**src/rtl/elevator_controller.sv**
```systemverilog
// elevator_controller: registers car/hall calls, owns current floor and travel
// direction, issues one-floor moves and door-open intervals for the simulator.
// Optional feature macro: ELEVATOR_DOOR_HOLD_EN adds the door_hold input, which
// keeps the door open while asserted.
module elevator_controller #(
    parameter int NUM_FLOORS    = 8,
    parameter int TRAVEL_CYCLES = 3,
    parameter int DOOR_CYCLES   = 4
) (
    input  logic                          clock,
    input  logic                          reset_n,
    input  logic [NUM_FLOORS-1:0]         call_in_req,
    input  logic [NUM_FLOORS-1:0]         call_up_req,
    input  logic [NUM_FLOORS-1:0]         call_down_req,
`ifdef ELEVATOR_DOOR_HOLD_EN
    input  logic                          door_hold,
`endif
    output logic [NUM_FLOORS-1:0]         call_in,
    output logic [NUM_FLOORS-1:0]         call_up,
    output logic [NUM_FLOORS-1:0]         call_down,
    output logic [$clog2(NUM_FLOORS)-1:0] cur_floor_out,
    output logic                          direction_out,
    output logic                          move_out,
    output logic                          open,
    output logic                          busy
);

    localparam int FW = $clog2(NUM_FLOORS);
    localparam int TW = $clog2(TRAVEL_CYCLES + 1);
    localparam int DW = $clog2(DOOR_CYCLES + 1);

    localparam logic [FW-1:0] TOP_FLOOR   = FW'(NUM_FLOORS - 1);
    localparam logic [TW-1:0] TRAVEL_LAST = TW'(TRAVEL_CYCLES - 1);
    localparam logic [DW-1:0] DOOR_LAST   = DW'(DOOR_CYCLES - 1);

    // Hall-up is meaningless at the top floor, hall-down at the ground floor.
    localparam logic [NUM_FLOORS-1:0] UP_VALID = {1'b0, {(NUM_FLOORS-1){1'b1}}};
    localparam logic [NUM_FLOORS-1:0] DN_VALID = {{(NUM_FLOORS-1){1'b1}}, 1'b0};

    typedef enum logic [1:0] {
        IDLE      = 2'd0,
        MOVING    = 2'd1,
        DOOR_OPEN = 2'd2
    } state_t;

    state_t                  state_q, state_d;
    logic [FW-1:0]           floor_q, floor_d;
    logic                    dir_q, dir_d;
    logic [TW-1:0]           travel_cnt_q, travel_cnt_d;
    logic [DW-1:0]           door_cnt_q, door_cnt_d;
    logic [NUM_FLOORS-1:0]   call_in_q, call_in_d;
    logic [NUM_FLOORS-1:0]   call_up_q, call_up_d;
    logic [NUM_FLOORS-1:0]   call_down_q, call_down_d;

    logic [NUM_FLOORS-1:0]   pend_all;
    logic [NUM_FLOORS-1:0]   clr_in, clr_up, clr_dn;
    logic [FW-1:0]           arr_floor;
    logic                    arr_dir;
    logic                    enter_door;
    logic                    hold_active;

`ifdef ELEVATOR_DOOR_HOLD_EN
    assign hold_active = door_hold;
`else
    assign hold_active = 1'b0;
`endif

    // True when any pending call lies strictly beyond floor f in direction dir.
    function automatic logic work_ahead(input logic [NUM_FLOORS-1:0] pend,
                                        input logic [FW-1:0] f,
                                        input logic dir);
        logic [NUM_FLOORS-1:0] ones;
        logic [NUM_FLOORS-1:0] above;
        logic [NUM_FLOORS-1:0] below;
        ones  = '1;
        above = (ones << f) << 1;
        below = ~(ones << f);
        return dir ? |(pend & above) : |(pend & below);
    endfunction

    // Stop rule: car call, direction-matching hall call, or any call here when
    // nothing remains further along the current direction.
    function automatic logic serves(input logic [NUM_FLOORS-1:0] cin,
                                    input logic [NUM_FLOORS-1:0] cup,
                                    input logic [NUM_FLOORS-1:0] cdn,
                                    input logic [FW-1:0] f,
                                    input logic dir);
        logic any_here;
        any_here = cin[f] | cup[f] | cdn[f];
        return cin[f] | (dir & cup[f]) | (~dir & cdn[f]) |
               (any_here & ~work_ahead(cin | cup | cdn, f, dir));
    endfunction

    // State, position and pending-call registers.
    always_ff @(posedge clock or negedge reset_n) begin
        if (!reset_n) begin
            state_q      <= IDLE;
            floor_q      <= '0;
            dir_q        <= 1'b1;
            travel_cnt_q <= '0;
            door_cnt_q   <= '0;
            call_in_q    <= '0;
            call_up_q    <= '0;
            call_down_q  <= '0;
        end else begin
            state_q      <= state_d;
            floor_q      <= floor_d;
            dir_q        <= dir_d;
            travel_cnt_q <= travel_cnt_d;
            door_cnt_q   <= door_cnt_d;
            call_in_q    <= call_in_d;
            call_up_q    <= call_up_d;
            call_down_q  <= call_down_d;
        end
    end

    // Next-state: dispatch decisions, floor stepping, door timing and call clearing.
    always_comb begin
        state_d      = state_q;
        floor_d      = floor_q;
        dir_d        = dir_q;
        travel_cnt_d = travel_cnt_q;
        door_cnt_d   = door_cnt_q;
        pend_all     = call_in_q | call_up_q | call_down_q;
        clr_in       = '0;
        clr_up       = '0;
        clr_dn       = '0;
        arr_floor    = floor_q;
        arr_dir      = dir_q;
        enter_door   = 1'b0;

        unique case (state_q)
            IDLE: begin
                if (serves(call_in_q, call_up_q, call_down_q, floor_q, dir_q)) begin
                    enter_door = 1'b1;
                end else if (work_ahead(pend_all, floor_q, dir_q)) begin
                    state_d      = MOVING;
                    travel_cnt_d = '0;
                end else if (work_ahead(pend_all, floor_q, ~dir_q)) begin
                    dir_d        = ~dir_q;
                    state_d      = MOVING;
                    travel_cnt_d = '0;
                end
            end
            MOVING: begin
                if (travel_cnt_q == TRAVEL_LAST) begin
                    if (dir_q) begin
                        arr_floor = (floor_q != TOP_FLOOR) ? floor_q + 1'b1 : floor_q;
                    end else begin
                        arr_floor = (floor_q != '0) ? floor_q - 1'b1 : floor_q;
                    end
                    if (arr_floor == TOP_FLOOR) begin
                        arr_dir = 1'b0;
                    end else if (arr_floor == '0) begin
                        arr_dir = 1'b1;
                    end else begin
                        arr_dir = dir_q;
                    end
                    floor_d      = arr_floor;
                    dir_d        = arr_dir;
                    travel_cnt_d = '0;
                    if (serves(call_in_q, call_up_q, call_down_q, arr_floor, arr_dir)) begin
                        enter_door = 1'b1;
                    end else if (!work_ahead(pend_all, arr_floor, arr_dir)) begin
                        state_d = IDLE;
                    end
                end else begin
                    travel_cnt_d = travel_cnt_q + 1'b1;
                end
            end
            DOOR_OPEN: begin
                // Requests here that the stop rule would serve are swallowed.
                clr_in[floor_q] = 1'b1;
                if (dir_q) begin
                    clr_up[floor_q] = 1'b1;
                end else begin
                    clr_dn[floor_q] = 1'b1;
                end
                if (!work_ahead(pend_all, floor_q, dir_q)) begin
                    clr_up[floor_q] = 1'b1;
                    clr_dn[floor_q] = 1'b1;
                end
                if (hold_active) begin
                    door_cnt_d = '0;
                end else if (door_cnt_q == DOOR_LAST) begin
                    state_d    = IDLE;
                    door_cnt_d = '0;
                end else begin
                    door_cnt_d = door_cnt_q + 1'b1;
                end
            end
            default: begin
                state_d = IDLE;
            end
        endcase

        // Door entry serves the floor; with nothing further ahead the car turns
        // around, except at the end floors where the direction is pinned.
        if (enter_door) begin
            state_d           = DOOR_OPEN;
            door_cnt_d        = '0;
            clr_in[arr_floor] = 1'b1;
            if (arr_dir) begin
                clr_up[arr_floor] = 1'b1;
            end else begin
                clr_dn[arr_floor] = 1'b1;
            end
            if (!work_ahead(pend_all, arr_floor, arr_dir)) begin
                clr_up[arr_floor] = 1'b1;
                clr_dn[arr_floor] = 1'b1;
                dir_d             = ~arr_dir;
            end else begin
                dir_d = arr_dir;
            end
            if (arr_floor == TOP_FLOOR) begin
                dir_d = 1'b0;
            end else if (arr_floor == '0) begin
                dir_d = 1'b1;
            end
        end

        // Clearing the served floor wins over a simultaneous new request.
        call_in_d   = (call_in_q   | call_in_req)              & ~clr_in;
        call_up_d   = (call_up_q   | (call_up_req & UP_VALID))   & ~clr_up;
        call_down_d = (call_down_q | (call_down_req & DN_VALID)) & ~clr_dn;
    end

    assign call_in       = call_in_q;
    assign call_up       = call_up_q;
    assign call_down     = call_down_q;
    assign cur_floor_out = floor_q;
    assign direction_out = dir_q;
    assign move_out      = (state_q == MOVING);
    assign open          = (state_q == DOOR_OPEN);
    assign busy          = (state_q != IDLE);

endmodule

```
**config.mk**
```make
export PLATFORM = sky130hd
export DESIGN_NAME = elevator_controller
export DESIGN_NICKNAME = d
export VERILOG_FILES = /design/src/rtl/elevator_controller.sv
export SDC_FILE = /design/constraint.sdc
export NUM_CORES = 1
export LEC_CHECK = 0
export ABC_AREA = 1
export CAP_MARGIN = 25
export CELL_PAD_IN_SITES_DETAIL_PLACEMENT = 1
export CELL_PAD_IN_SITES_GLOBAL_PLACEMENT = 1
export CORE_ASPECT_RATIO = 0.5
export CORE_MARGIN = 3
export CORE_UTILIZATION = 33
export CTS_CLUSTER_DIAMETER = 100
export CTS_CLUSTER_SIZE = 30
export DETAILED_ROUTE_END_ITERATION = 10
export GPL_TIMING_DRIVEN = 0
export PLACE_DENSITY_LB_ADDON = 0.05
export REMOVE_ABC_BUFFERS = 1
export SLEW_MARGIN = 0
export SYNTH_ARGS = -nofsm -noshare
export SYNTH_HDL_FRONTEND = slang
export SYNTH_SLANG_ARGS = --single-unit
```
**constraint.sdc**
```tcl
create_clock -name clock -period 2.4 [get_ports clock]
set_input_delay 0.36 -clock clock [delete_from_list [all_inputs] [get_ports clock]]
set_output_delay 0.36 -clock clock [all_outputs]
set_load 0.005 [all_outputs]
```
==> summary.md, run 1 <==
| Metric | Value |
|---|---|
| Non-filler cells, final | `728` |
| Worst-margin pin slew | `approximately 0.85 ns` |
| Core area | `around 9000 um^2` |
| Crit end category | `flop` |
| Pint | `about 3.5 mW` |
| Combinational group share of total power | `between 70% and 80%` |
| Vias per cell | `around 5.6` |
| Die area | `roughly 11000 um^2` |
| CTS tree | `done` |
| Total wire length | `~15000 um` |
| Area share of the largest cell type after synthesis | `a little over a quarter` |
| Synth Register Bits | `35` |
| Failing checks | `setup timing` |
| Vias in the first global route | `4009` |
| Sink Count | `35` |
| Post-cts hold buffer count | `0` |
| Slowest Stage Delay on Critical Path | `~0.53 ns` |
| Distinct cells, synth | `31` |
| Starting DRT DRC Count | `~250` |
| Post-synth top area cell | `dfrtp_1` |
| Routed WL per cell | `between 20 and 25 um` |
| Chip Height | `roughly 75 um` |
| Placed cell count | `just under 700` |
| Mux contribution to synthesized area | `0%` |
| Status | `finished, violations left` |
| Total leakage power | `~2.4 nW` |
| Sequential Power Share | `13.5%` |
| Final HPWL DP | `9960 um` |
| Count leader, synth | `nand2_1` |
| Critical R2R Capture | `call_down[5]$_DFF_PN0_` |
| First-pass GRT wire length | `between 20000 and 25000 um` |
| Total CTS buffers | `5` |
| Final Cycle Share | `107%` |
| FP Rows | `24` |
| Post-route DRC | `0` |
| Worst reg2reg path depth | `18` |
| Slew margin rel. | `43.5%` |
| Critical path cell sequence | `inv_8 -> ha_4 -> inv_2 -> nor2_4 -> nor2_4 -> a21oi_4 -> nand3_2 -> nand2_1 -> nand2_1 -> nor2_1 -> nand2_1 -> nand2_2 -> nand2_2 -> nand3_2 -> nand2_4 -> nand2_8 -> buf_8 -> a31oi_4` |
| Power Dens Cells | `approximately 1600 nW/um^2` |
| Initial antenna violation count | `0` |
| Synthesized area | `3160 um^2` |
| Initial core utilization | `about a third` |
| Routed via count | `roughly 4100` |
| Fin Hold WS | `0.168 ns` |
| I/O Pins | `57` |
| CP startpoint kind | `flop` |
| Arr. time, crit path | `2.71 ns` |
| Syn Area/Cell | `6.09 um^2` |
| Hold Crit Class | `in2async` |
| Setup Viol. Count Final | `32` |
| Clock power frac | `between 10% and 20%` |
| Critical path type | `reg2reg` |
| Clock-pin slew on the worst setup and hold paths | `0.06 ns` |
| CTS Root Cell | `clkbuf_16` |
| Synth area leaders | `dfrtp_1, nand2_1, nand3_1, inv_1, nor2_1` |
| Main combinational cell family by area after synthesis | `simple AND/OR/NAND/NOR gates` |
| Critical path's slowest cell | `dfrtp_4` |
| Worst-skew pair later-pin latency | `between 0.2 and 0.3 ns` |
| Cell mode on critical path | `nand2_1` |
| Final WS setup | `-0.164 ns` |
| PortBufs | `54` |
| Adder-Cell Fraction of Synth Area | `~1.6%` |
| Syn. warnings | `0` |
| Worst-path fanout max | `5` |
| Achievable frequency | `between 300 and 400 MHz` |
| ANT cells | `0` |
| Leading cell types by count after synthesis | `nand2_1, nand3_1, inv_1` |
| Ratio of cells with drive above 1 in the final layout | `around 26%` |
| Grt total ovfl | `0` |
| Post-synth EDFFs | `0` |
| R2r setup slk | `-0.16 ns` |
| RSZ-0062 raised after global routing | `true` |
| Power Total | `~7.6 mW` |
| Placer congestion estimate | `slightly above 0.9` |
| Reg-to-reg critical path startpoint | `cur_floor_out[0]$_DFF_PN0_` |
| Clock Skew | `roughly 0.0044 ns` |
| Area growth syn-to-layout | `52.5%` |
| Synth Area in Compound Gates | `between 10% and 20%` |
| GRT Resource Usage Total | `27.7%` |
| Fin crit period | `between 2 and 3 ns` |
| Die Wd | `between 100 and 150 um` |
| Largest net degree at the start of global routing | `36` |
| Hold Vio Cnt, Final | `0` |
| Post-synthesis cell count | `520` |
| Max Root-Sink Buffers | `2` |
| Iteration count of the initial detailed-routing pass | `5` |
| Sequential fraction of the synthesis area | `27.7%` |
| Synth Area in Simple Gates | `about 45%` |
| Post-synth top flop | `dfrtp_1` |
| Synth async-reset ratio | `100%` |
| Synth Area in XOR/XNOR | `0%` |
| Final #Nets | `640` |
| Critical Path RT | `roughly 2.5 ns` |
| Switching share of power | `54.2%` |
| Routed Antenna Nets | `0` |
| Slew Limit Fails | `0` |
| NetSw | `a little over 4 mW` |
| Max_cap viols | `0` |
| H-tree levels | `2` |
| Max IR drop VDD | `about 550 uV` |
## cell type report
cell class,instances,area [um^2]
timing repair buffer,93,920
sequential,35,887
clock buffer,6,139
tap,117,146
inverter,73,294
fill,1169,4180
multi-input combinational,402,2400
clock inverter,2,38.8
## placed cells by master (no fill, tap or decap), types with 2 or more instances in the layout
master           instances
nand2_1                146
inv_1                   60
nand3_1                 55
clkdlybuf4s50_1         53
nor2_1                  42
dfrtp_1                 31
o21ai_0                 30
buf_4                   26
nand2_2                 24
nand2_4                 14
nand3_2                 13
nor2_4                  12
inv_2                    9
a31oi_1                  9
o211ai_1                 9
a21oi_1                  8
buf_6                    7
a31oi_4                  6
nand4_1                  5
clkbuf_16                5
nand2_8                  4
a21oi_2                  4
buf_12                   4
nand3_4                  3
nor2_2                   3
inv_4                    2
inv_8                    2
o21ai_2                  2
nor3_1                   2
ha_4                     2
ha_1                     2
dfrtp_2                  2
buf_8                    2
## power by group through the flow
| stage | Clock, mW | Sequential, mW | Combinational (mW) |
|---|---|---|---|
| after floorplan | 0 | 0.973 | 2.44 |
| after global placement | 0 | 1.08 | 3.63 |
| after detailed placement | 0 | 1.08 | 3.70 |
| after CTS | 0.807 | 0.999 | 5.05 |
| after global routing | 0.840 | 1.04 | 6.19 |
| final | 0.802 | 1.02 | 5.75 |
## kinds of logic (layout without fill, tap and decap cells)
kind of cell,Yosys count,count (layout)
AO/OA/AOI/OAI,74,74
flip-flops,35,35
buffers and inverters,85,174
adder cells (fa/ha/maj),4,4
AND/OR/NAND/NOR,322,324
## worst max-delay path: cells and delay by family, from the launching register on
kind                     cells  cell delay (ns)
AND/OR/NAND/NOR             12             1.12
flip-flops                   1             0.53
AO/OA/AOI/OAI                2             0.29
buffers and inverters        3             0.28
adder cells (fa/ha/maj)      1             0.16
## worst max path at each step
| stage | cells after the start | to | from | slack [ns] |
|---|---|---|---|---|
| finish | 18 | call_down[5]$_DFF_PN0_ | cur_floor_out[0]$_DFF_PN0_ | -0.16 |
| global placement | 20 | call_up[0]$_DFF_PN0_ | cur_floor_out[0]$_DFF_PN0_ | -1.65 |
| global route | 20 | state_q[0]$_DFFE_PN0P_ | cur_floor_out[1]$_DFF_PN0_ | -0.30 |
| CTS | 18 | call_up[4]$_DFF_PN0_ | cur_floor_out[0]$_DFF_PN0_ | -0.09 |
| floorplan | 20 | call_down[7]$_DFF_PN0_ | cur_floor_out[0]$_DFF_PN0_ | -0.61 |
| detailed placement | 20 | call_up[0]$_DFF_PN0_ | cur_floor_out[0]$_DFF_PN0_ | -1.71 |
## flip-flops by register name, summed over array words and instances, names as in the netlist
name           count
state_q            2
call_up            8
call_down          8
door_cnt_q         3
direction_out      1
call_in            8
cur_floor_out      3
travel_cnt_q       2
## layer usage
layer / global-route usage [%] / part of all wire, %
met1: 40.6 / 49
met2: 40.0 / 41
met3: 8.69 / 8.6
met4: 5.38 / 1.3
met5: 0 / 0
## metrics by stage
stage / setup slack [ns] / area (um^2) / TNS [ns] / utilization, %
finish: -0.164 / 4820 / -3.45 / 53.6
global placement: -1.65 / 3760 / -47.05 / 41.7
floorplan: -0.605 / 3070 / -15.41 / -
global route: -0.303 / 4820 / -7.62 / 53.6
CTS: -0.0921 / 4500 / -1.04 / 50.0
detailed placement: -1.71 / 3750 / -49.20 / 41.7
## timing repair
item,4_1_cts,5_1_grt
gates cloned,1,1
pin swaps,15,18
resized for setup,80,38
endpoints found under the setup margin,36,33
buffers inserted,28,11
hold endpoints to repair,0,0
No activity file was read; power rests on OpenSTA's default activity.
==> run 2, diff against run 1 <==
--- a/config.mk
+++ b/config.mk
@@ -6,6 +6,7 @@
 export NUM_CORES = 1
 export LEC_CHECK = 0
 export ABC_AREA = 1
+export ABC_CLOCK_PERIOD_IN_PS = 2400
 export CAP_MARGIN = 25
 export CELL_PAD_IN_SITES_DETAIL_PLACEMENT = 1
 export CELL_PAD_IN_SITES_GLOBAL_PLACEMENT = 1
==> results of run 2 <==
Final layout, timing and power as in run 1 (identical DEF).
==> run 3, diff against run 2 <==
--- a/config.mk
+++ b/config.mk
@@ -10,7 +10,7 @@
 export CAP_MARGIN = 25
 export CELL_PAD_IN_SITES_DETAIL_PLACEMENT = 1
 export CELL_PAD_IN_SITES_GLOBAL_PLACEMENT = 1
-export CORE_ASPECT_RATIO = 0.5
+export CORE_ASPECT_RATIO = 1.2
 export CORE_MARGIN = 3
 export CORE_UTILIZATION = 33
 export CTS_CLUSTER_DIAMETER = 100
==> run 3 against run 2 <==
Compared with the run above:
- the run still ends with setup timing left
- sequential power down 4%
- cell area down 3.6%
- non-clock buffer count unchanged
- sequential share of layout area up 0.69 points
- highest routed layer unchanged
- critical path depth down 4
- power down 6.9%
==> summary.md, run 3 (synthesis results as in run 1) <==
| Metric | Value |
|---|---|
| GRT Resource Usage Total | `between 20% and 30%` |
| Worst-margin pin slew | `around 0.83 ns` |
| Total wire length | `approximately 14000 um` |
| Worst-path fanout max | `6` |
| Bufs and invs on worst path | `3` |
| Final Cycle Share | `114%` |
| Slew margin rel. | `between 40% and 50%` |
| Critical path type | `reg2reg` |
| Starting DRT DRC Count | `166` |
| Total CTS buffers | `5` |
| Fin crit period | `around 2.7 ns` |
| Die area | `between 10000 and 15000 um^2` |
| Slowest Stage Delay on Critical Path | `0.47 ns` |
| Ratio of cells with drive above 1 in the final layout | `22.8%` |
| Placer congestion estimate | `0.922` |
| Failing checks | `setup timing` |
| Status | `finished, violations left` |
| Critical path cell sequence | `buf_4 -> nand2_1 -> inv_1 -> o21ai_0 -> nor2_1 -> o221ai_1 -> o21ai_0 -> nand2_1 -> nor2_1 -> nor2_1 -> nand2_1 -> nand2_1 -> nand2_1 -> inv_1` |
| Most common cell after layout, fill and taps aside | `nand2_1` |
| Slew Limit Fails | `0` |
| Critical path's slowest cell | `o21ai_0` |
| Most frequent cells in the layout | `nand2_1, nand3_1, inv_1` |
| Post-route DRC | `0` |
| Die Wd | `between 90 and 100 um` |
| Arr. time, crit path | `a little under 3 ns` |
| Routed via count | `approximately 4000` |
| Cell mode on critical path | `nand2_1` |
| PortBufs | `54` |
| Max IR drop VDD | `around 860 uV` |
| Final HPWL DP | `slightly above 9000 um` |
| Largest net degree at the start of global routing | `36` |
| RSZ-0062 raised after global routing | `true` |
| Max Root-Sink Buffers | `2` |
| Clock-pin slew on the worst setup and hold paths | `approximately 0.080 ns` |
| Chip Height | `113 um` |
| First-pass GRT wire length | `21200 um` |
| Power Total | `roughly 7 mW` |
| CTS Root Cell | `clkbuf_8` |
| Reg-to-reg critical path startpoint | `cur_floor_out[1]$_DFF_PN0_` |
| FP Rows | `38` |
| Setup Viol. Count Final | `32` |
| Vias per cell | `between 5 and 6` |
| CP startpoint kind | `flop` |
| Area growth syn-to-layout | `47.0%` |
| Sink Count | `35` |
| Util after Layout | `50.7%` |
| Final WS setup | `-0.339 ns` |
| H-tree levels | `2` |
| Crit-path leading delay family | `simple AND/OR/NAND/NOR gates` |
| Final #Nets | `between 600 and 700` |
| Hold Vio Cnt, Final | `0` |
| ANT cells | `0` |
| Crit end category | `flop` |
| Total leakage power | `approximately 2.3 nW` |
| I/O Pins | `57` |
| CTS tree | `done` |
| Initial core utilization | `about a third` |
| Initial antenna violation count | `0` |
| Core area | `9180 um^2` |
| Clock Skew | `a little over 0.009 ns` |
| Final TNS setup | `-4.90 ns` |
| Vias in the first global route | `slightly above 4000` |
| Max_cap viols | `0` |
| Worst-skew pair later-pin latency | `0.30 ns` |
| Worst slack at placement | `-1.62 ns` |
| Iteration count of the initial detailed-routing pass | `4` |
| Critical path launch point | `cur_floor_out[1]$_DFF_PN0_` |
| Hold Crit Class | `in2async` |
| Placed cell areas | `~3800 um^2` |
| Critical Path RT | `between 2 and 3 ns` |
| Design area | `~4700 um^2` |
| Post-cts hold buffer count | `0` |
| Routed Antenna Nets | `0` |
| Grt total ovfl | `0` |
| Achievable frequency | `between 300 and 400 MHz` |
| Fill count | `around 1200` |
| Power Dens Cells | `between 1500 and 2000 nW/um^2` |
| Routed WL per cell | `18.5 um` |
run 3: cell count changes in the layout (fill, tap and decap cells not counted), sizes merged:
cell	change
nand2	-1
clkbuf	+2
inv	-1
bufinv	-1
run 3: timing repair:
item | in CTS | in global routing
gates resized for setup | 63 | 30
buffers inserted | 30 | 9
pin swaps | 17 | 30
cloned | 1 | 0
setup endpoints to repair | 36 | 33
run 3: worst paths after layout:
check,endpoint,slack [ns],cells past startpoint
worst max register to register,state_q[0]$_DFFE_PN0P_,-0.34,14
worst max-delay path,state_q[0]$_DFFE_PN0P_,-0.34,14
max in group asynchronous,cur_floor_out[0]$_DFF_PN0_,1.62,1
worst min register to register,door_cnt_q[2]$_DFFE_PN0P_,0.49,2
worst min-delay path,travel_cnt_q[0]$_DFFE_PN0P_,0.14,1
min in group clock,door_cnt_q[2]$_DFFE_PN0P_,0.49,2
run 3: area by class of cell:
| class | instances | area [um^2] | area share (%) |
|---|---|---|---|
| multi-input cells | 401 | 2290 | 49.2 |
| clock buffers | 8 | 100 | 2.15 |
| repair buffers | 93 | 931 | 20.0 |
| well taps | 120 | 150 | 3.23 |
| inverters | 73 | 294 | 6.32 |
| flip-flops and latches | 35 | 887 | 19.1 |
run 3: metal layers:
layer	vias to the layer above	track usage [%]	share of wire, %
met5	-	0	0
met3	28	2.79	4.8
met1	1903	34.4	43
met2	128	41.4	49
met4	0	10.3	3.0
li1	1860	-	-
run 3: per-stage QoR:
step / hold slack, ns / std cells
floorplan: 0.0644 / 508
global placement: 0.460 / 682
detailed placement: 0.477 / 682
CTS: 0.175 / 721
global route: 0.221 / 730
finish: 0.144 / 730
run 3: power by group:
group          internal (mW)  switching (mW)
clock network          0.262           0.231
logic                   2.21            3.35
registers              0.770           0.214
total                   3.25            3.80
